**src/rtl/count_sequencer.sv**
```systemverilog
// count_sequencer: turns debounced up/down button levels into count steps.
// One step on press, then auto-repeat after HOLD_CYCLES and every
// REPEAT_CYCLES while the button stays held. Saturating or wrapping count.
//
//   state    | meaning
//   ---------+-----------------------------------------------------------
//   S_IDLE   | no button active, waiting for a single-button press
//   S_HOLD   | first step taken, timing the initial hold delay
//   S_REPEAT | auto-repeat running, one step per REPEAT_CYCLES
//   S_LOCK   | clear or conflicting buttons seen; wait for both released
module count_sequencer #(
    parameter int WIDTH         = 3,
    parameter int HOLD_CYCLES   = 50_000_000,
    parameter int REPEAT_CYCLES = 10_000_000,
    parameter int WRAP          = 0
) (
    input  logic             clk,
    input  logic             rst_n,
    input  logic             up_db,
    input  logic             dn_db,
    input  logic             clr,
    output logic [WIDTH-1:0] count,
    output logic             step,
    output logic             at_max,
    output logic             at_min,
    output logic             busy
);

    localparam int MAXC = (HOLD_CYCLES > REPEAT_CYCLES) ? HOLD_CYCLES : REPEAT_CYCLES;
    localparam int TW   = $clog2(MAXC);

    localparam logic [1:0] S_IDLE   = 2'd0;
    localparam logic [1:0] S_HOLD   = 2'd1;
    localparam logic [1:0] S_REPEAT = 2'd2;
    localparam logic [1:0] S_LOCK   = 2'd3;

    localparam logic [WIDTH-1:0] CNT_MAX = {WIDTH{1'b1}};
    localparam logic [TW-1:0]    HOLD_TC = TW'(HOLD_CYCLES - 1);
    localparam logic [TW-1:0]    REP_TC  = TW'(REPEAT_CYCLES - 1);

    logic [1:0]       state_q, state_d;
    logic [TW-1:0]    timer_q, timer_d;
    logic             dir_q, dir_d;      // 1: up, 0: down
    logic [WIDTH-1:0] count_q, count_d;
    logic             step_q, step_d;

    logic             do_step;
    logic             step_up;
    logic             held;
    logic             opp;
    logic [TW-1:0]    term;

    // next-state, timer and count arithmetic
    always_comb begin
        state_d = state_q;
        timer_d = timer_q;
        dir_d   = dir_q;
        count_d = count_q;
        step_d  = 1'b0;
        do_step = 1'b0;
        step_up = 1'b0;
        held    = dir_q ? up_db : dn_db;
        opp     = dir_q ? dn_db : up_db;
        term    = (state_q == S_HOLD) ? HOLD_TC : REP_TC;

        if (clr) begin
            count_d = '0;
            step_d  = (count_q != '0);
            state_d = S_LOCK;
            timer_d = '0;
        end else begin
            case (state_q)
                S_IDLE: begin
                    if (up_db ^ dn_db) begin
                        do_step = 1'b1;
                        step_up = up_db;
                        dir_d   = up_db;
                        timer_d = '0;
                        state_d = S_HOLD;
                    end else if (up_db && dn_db) begin
                        state_d = S_LOCK;
                    end
                end
                S_HOLD, S_REPEAT: begin
                    if (!held) begin
                        state_d = S_IDLE;
                        timer_d = '0;
                    end else if (opp) begin
                        state_d = S_LOCK;
                        timer_d = '0;
                    end else if (timer_q == term) begin
                        do_step = 1'b1;
                        step_up = dir_q;
                        timer_d = '0;
                        state_d = S_REPEAT;
                    end else begin
                        timer_d = timer_q + TW'(1);
                    end
                end
                default: begin
                    if (!up_db && !dn_db) begin
                        state_d = S_IDLE;
                    end
                end
            endcase

            // at a limit with saturation the step is swallowed, FSM still advances
            if (do_step) begin
                if (step_up) begin
                    if (count_q != CNT_MAX || WRAP != 0) begin
                        count_d = count_q + WIDTH'(1);
                        step_d  = 1'b1;
                    end
                end else begin
                    if (count_q != '0 || WRAP != 0) begin
                        count_d = count_q - WIDTH'(1);
                        step_d  = 1'b1;
                    end
                end
            end
        end
    end

    // state, timer and count registers
    always_ff @(posedge clk or negedge rst_n) begin
        if (!rst_n) begin
            state_q <= S_IDLE;
            timer_q <= '0;
            dir_q   <= 1'b0;
            count_q <= '0;
            step_q  <= 1'b0;
        end else begin
            state_q <= state_d;
            timer_q <= timer_d;
            dir_q   <= dir_d;
            count_q <= count_d;
            step_q  <= step_d;
        end
    end

    assign count  = count_q;
    assign step   = step_q;
    assign at_max = (count_q == CNT_MAX);
    assign at_min = (count_q == '0);
    assign busy   = (state_q != S_IDLE);

endmodule

```
**config.mk**
```make
export PLATFORM = sky130hd
export DESIGN_NAME = count_sequencer
export DESIGN_NICKNAME = d
export VERILOG_FILES = /design/src/rtl/count_sequencer.sv
export SDC_FILE = /design/constraint.sdc
export NUM_CORES = 1
export LEC_CHECK = 0
export BUFFER_PORTS_ARGS = -buffer_cell sky130_fd_sc_hd__buf_2
export CELL_PAD_IN_SITES_DETAIL_PLACEMENT = 0
export CELL_PAD_IN_SITES_GLOBAL_PLACEMENT = 2
export CORE_AREA = 2 2 74 76
export DETAILED_ROUTE_END_ITERATION = 8
export DIE_AREA = 0 0 76 78
export GPL_TIMING_DRIVEN = 0
export PLACE_DENSITY = 0.82
export RECOVER_POWER = 50
export SLEW_MARGIN = 15
export SYNTH_ARGS = -nofsm -noshare
export SYNTH_HDL_FRONTEND = slang
export SYNTH_SLANG_ARGS = --single-unit
```
**constraint.sdc**
```tcl
create_clock -name clk -period 5 [get_ports clk]
set_input_delay 1 -clock clk [delete_from_list [all_inputs] [get_ports clk]]
set_output_delay 1 -clock clk [all_outputs]
set_load 0.02 [all_outputs]
```
## After elaboration in Yosys (flattened, before gate mapping)

Cells that the tools add are included.

- Bits in registers: 33

- Add/sub/neg operators: 3
- Bitwise logic cells: 2
- Eq/ne operators: 9
- Reductions and logical operators: 17
- Mux-type cells: 39

Operators with widths:

| kind | count |
|---|---|
| $mux W26 | 6 |
| $pmux W26 S2 | 1 |
| $add A26 B1 Y26 const B | 1 |
| $eq A26 B26 Y1 | 1 |
| $mux W1 | 17 |
| $mux W3 | 5 |
| $mux W2 | 7 |
| $ne A3 B3 Y1 const B | 3 |
| $reduce_and A3 Y1 | 3 |
| $reduce_bool A3 Y1 | 3 |
| $ne A5 B5 Y1 const B | 1 |
| $ne A4 B4 Y1 const B | 1 |
| $pmux W1 S2 | 2 |
| $pmux W2 S2 | 1 |
| $reduce_bool A2 Y1 | 2 |
| $reduce_bool A4 Y1 | 1 |
| $add A3 B1 Y3 const B | 1 |
| $eq A3 B3 Y1 const B | 1 |
| $logic_not A3 Y1 | 1 |
| $sub A3 B1 Y3 const B | 1 |
| $eq A2 B1 Y1 const B | 1 |
| $eq A2 B2 Y1 const B | 1 |
| $logic_and A1 B1 Y1 | 2 |
| $logic_not A1 Y1 | 2 |
| other kinds (5) | 5 |

## Logic depth before layout (Yosys ltp)

- Depth in word-level cells: 11
- Gate-level depth with buffers: 14
- Depth with buffers taken out: 13

## Least setup slack after synthesis

OpenSTA, ideal clock, no wires.

- Path kind: input to register
- Start point: input up_db
- End point: register count_q[2] (netlist: count[2])
- Buffers on the path: 1
- Data required time: 4.922 ns
- Stages: 12
- Slack: 1.493 ns
- Data arrival time: 3.429 ns
- Cell sequence: or3b_4 a2111oi_4 and4_1 buf_4 nand2_1 a21oi_1 fa_1 nand2_1 a41oi_1 a211oi_1 or4b_1 a21oi_1

- Cells in the longest elaborated chain, start to end: 8
- Elaborated cells on any way between the ends: 20
- Those cells by class: 1 x eq/ne; 15 x mux; 1 x bitwise; 3 x reduce/logical

RTL lines:

| item | line | text |
|---|---|---|
| start: declaration | 19 | `input logic up_db,` |
| $mux W1 | 63 | `opp = dir_q ? dn_db : up_db;` |
| $mux W1 | 88 | `end else if (opp) begin` |
| $mux W1 | 85 | `if (!held) begin` |
| $pmux W1 S2 | 72 | `case (state_q)` |
| $mux W1 | 66 | `if (clr) begin` |
| $mux W3 | 109 | `if (step_up) begin` |
| $mux W3 | 108 | `if (do_step) begin` |
| $mux W3 | 66 |  |
| end signal: assignment | 136 | `count_q <= count_d;` |
| end: declaration | 44 | `logic [WIDTH-1:0] count_q, count_d;` |

Several ways; a longest one is shown, not always the timed one. The select of a mux whose other input is x is not followed.
A chain may end at the register's enable or synchronous reset.

## Final worst setup path

Ends and elaborated chain as after synthesis.

==> Implementation_results.wiki <==
{| class="wikitable"
! Metric !! Value
|-
| Power per standard cell area || 358 nW/um^2
|-
| Sequential fraction of the synthesis area || approximately two fifths
|-
| Largest net degree at the start of global routing || 34
|-
| Syn nets || 236
|-
| Die extent in x || between 70 and 80 um
|-
| Cell count after placement || between 300 and 400
|-
| Highest-utilization routing layer at the global route stage || met2
|-
| Unrepaired setup endpoints after global routing || false
|-
| Wire length of the first global-routing pass || about 8000 um
|-
| Initial Util || 40.7%
|-
| Maximum buffer depth of the clock tree || 2
|-
| Die Span Y || between 70 and 80 um
|-
| Met1 routing resource usage after global routing || 24.8%
|-
| Least setup slack across all paths after layout || around 1400 ps
|-
| GR Overflow Total || 0
|-
| Top cell type's share of synthesized area || 40.2%
|-
| Maximum Capacitance Violations || 1
|-
| Minimum setup slack after placement || 1150 ps
|-
| Synth cell count leaders || sky130_fd_sc_hd__dfrtp_1 (33), sky130_fd_sc_hd__nor2_1 (28), sky130_fd_sc_hd__nand2_1 (22), sky130_fd_sc_hd__nand3_1 (16), sky130_fd_sc_hd__xor2_1 (14)
|-
| Clock latency at the later pin of the worst-skew pair || around 280 ps
|-
| Capturing instance or port of the critical path || count[2]
|-
| Most used standard cell by instance count after synthesis || sky130_fd_sc_hd__dfrtp_1
|-
| Fraction of final layout cells with drive strength greater than 1 || about 8.7%
|-
| Finish-stage setup viols || 0
|-
| Cell types occupying the most area after synthesis || sky130_fd_sc_hd__dfrtp_1 (40%), sky130_fd_sc_hd__xor2_1 (6.0%), sky130_fd_sc_hd__nor2_1 (5.1%)
|-
| Final ANT Viol Nets || 0
|-
| Final sum of negative setup slack || 0 ps
|-
| Clock buffers created by TritonCTS || 5
|-
| Crit Path Max Fanout || 7
|-
| Number of nets in the layout || about 250
|-
| Routed WL || ~4500 um
|-
| Final routed wire length divided by cell count || about 14 um
|-
| Peak VDD IR || 204 uV
|-
| HPWL after DPL || around 3200 um
|-
| Die ar. || roughly 5900 um^2
|-
| Count of endpoints failing hold in the final timing report || 0
|-
| Crit path arrival time || 3810 ps
|-
| Number of rows in the core area || 26
|-
| Max-Slew Margin vs Limit || -20.8%
|-
| Met3 demand-to-capacity share in global routing || roughly 3.4%
|-
| Xor and xnor fraction of the mapped netlist area || 8.95%
|-
| Launch instance of the worst register-to-register path || state_q[1]
|-
| Crit path max-delay cell type || sky130_fd_sc_hd__or4b_1
|-
| Mean Syn Cell Area || 9.21 um^2
|-
| Synthesized-area fraction occupied by and/or/nand/nor cells || between 20% and 30%
|-
| Dominant cell type by area after synthesis || sky130_fd_sc_hd__dfrtp_1
|-
| Compound-gate portion of the synthesized area || approximately 12%
|-
| Worst reg2reg path depth || 14
|-
| Hold depth || 1
|-
| Core Box Area || 5040 um^2
|-
| Post-CTS resize count || 0
|-
| CTS tree || built
|-
| Fraction of synthesized area in multiplexers || ~2.6%
|-
| Min-delay src || timer_q[0]
|-
| Met2 Track Usage GR || approximately a quarter
|-
| Drc violations || 0
|-
| Post-route core utilization || between 40% and 50%
|-
| Flop and latch count out of synthesis || 33
|-
| Placer's final routability congestion estimate || roughly 0.8
|-
| Synthesized netlist cell count || roughly 220
|-
| Worst hold-check path type || register to register
|-
| Highest cell delay on the worst timing path || around 500 ps
|-
| Post-route clock period utilization || a little over 70%
|-
| Cell-by-cell trace of the critical path || clkbuf_1 -> or3b_4 -> a2111oi_4 -> and4_1 -> buf_4 -> nand2_1 -> a21oi_1 -> fa_1 -> nand2_1 -> a41oi_1 -> a211oi_1 -> or4b_1 -> a21oi_1
|-
| Top-level port count || 12
|-
| Routed via count || approximately 1.6k
|-
| P&R area growth vs syn || 12.1%
|-
| Leakage || 0.963 nW
|-
| Clock skew after layout || roughly 4.5 ps
|-
| Final Slew Violations || 34
|-
| Crit Path Category || primary input to register
|-
| Worst-case register-to-register setup slack || 1640 ps
|-
| Antenna violations before repair || 0
|-
| Max Clk Rate || approximately 0.28 GHz
|-
| Number of flops mapped to enable cells by yosys || 0
|-
| Synthesized-area fraction occupied by adder cells || around 5.2%
|-
| Clk sinks || 33
|-
| Number of vias per cell || 5.23
|-
| Data required time at the worst endpoint || between 5000 and 6000 ps
|-
| Drt initial violations || between 70 and 80
|-
| Crit start category || primary input
|-
| Number of buffers added for setup after CTS || 0
|-
| Crit path from || up_db
|-
| Count of buffers inserted at the top-level ports || 10
|-
| Netlist Area Pre-Place || roughly 2100 um^2
|-
| Violations in the final reports || capacitance limit, slew limit
|-
| Clock tree root driver cell || sky130_fd_sc_hd__clkbuf_8
|-
| Diode count || 0
|-
| Overall fraction of global-route tracks in use || between 10% and 20%
|-
| Post-synth cell types || 52
|-
| Prevailing post-synth register cell || sky130_fd_sc_hd__dfrtp_1
|-
| Number of hold-repair buffers added at the cts stage || 0
|-
| First-pass detailed-route iteration total || 4
|-
| CTS H-Tree Depth || 2
|-
| Share of synthesized registers carrying an async set or reset || 100%
|-
| Status || complete, but fails checks
|-
| Design Power || 0.826 mW
|-
| End of the worst register-to-register path || count[2]
|-
| Largest family of logic cells by synthesized area || simple AND/OR/NAND/NOR gates
|-
| Vias in the first global route || approximately 1.6k
|-
| Synthesis Warnings || 0
|-
| Nature of the critical path endpoint || register
|-
| Clock transition at path regs || roughly 70 ps
|-
| Time the worst path needs with I/O delays and setup || between 3000 and 4000 ps
|-
| Worst-Margin Slew || approximately 1800 ps
|-
| Non-filler instance count after layout || around 310
|}
[per-stage QoR]
stage / cell area, um^2 / hold slack (ps)
after global routing: 2300 / 544
final: 2300 / 507
after floorplan: 2050 / 471
after global placement: 2190 / 500
after CTS: 2310 / 508
after detailed placement: 2190 / 499
[worst max-delay path, delay by kind of cell]
kind,cells,cell delay (ps)
buffers and inverters,2,290
adder cells (fa/ha/maj),1,280
AND/OR/NAND/NOR,5,1290
AO/OA/AOI/OAI,5,940
[worst min-delay path by stage]
stage	end	slack [ps]
after floorplan	timer_q[0]	470
after global placement	timer_q[0]	500
after detailed placement	timer_q[0]	500
after CTS	timer_q[0]	510
after global routing	timer_q[0]	540
final	timer_q[0]	510
[registers in the layout, summed over array words and instances (netlist names)]
signal	count
timer_q	26
count	3
state_q	2
dir_q	1
step	1
[cell families after synthesis]
| family | after synthesis |
|---|---|
| XOR/XNOR | 21 |
| buffers and inverters | 17 |
| AND/OR/NAND/NOR | 106 |
| adder cells (fa/ha/maj) | 8 |
| multiplexers | 5 |
| flip-flops | 33 |
| AO/OA/AOI/OAI | 33 |
[cell type report]
type / count / area [um^2]
Fill cell: 498 / 2740
Timing Repair Buffer: 10 / 45.0
Inverter: 11 / 41.3
Clock buffer: 7 / 86.3
Sequential cell: 33 / 826
Tap cell: 70 / 87.6
Buffer: 6 / 33.8
Clock inverter: 1 / 30.0
Multi-Input combinational cell: 173 / 1150
[metal layers]
layer	share of wire, %	wire length, um
met5	0	0
met4	1.3	58
met3	2.2	98
met2	43	1900
met1	54	2400
[power by group]
| part | switching, mW | total (mW) | internal [mW] |
|---|---|---|---|
| combinational | 0.182 | 0.270 | 0.0876 |
| sequential | 0.0115 | 0.292 | 0.280 |
| clock | 0.102 | 0.264 | 0.163 |
[cell usage in the layout (no fill, tap or decap), drive strengths merged, types with 7 or more instances in the layout]
cell type  instances
nand2             22
nor2              28
nand3             16
o21ai              8
a21oi              7
buf                8
ha                 7
xnor2              7
dfrtp             33
clkbuf            15
xor2              14
inv               11
No activity file was read; power rests on OpenSTA's default activity.
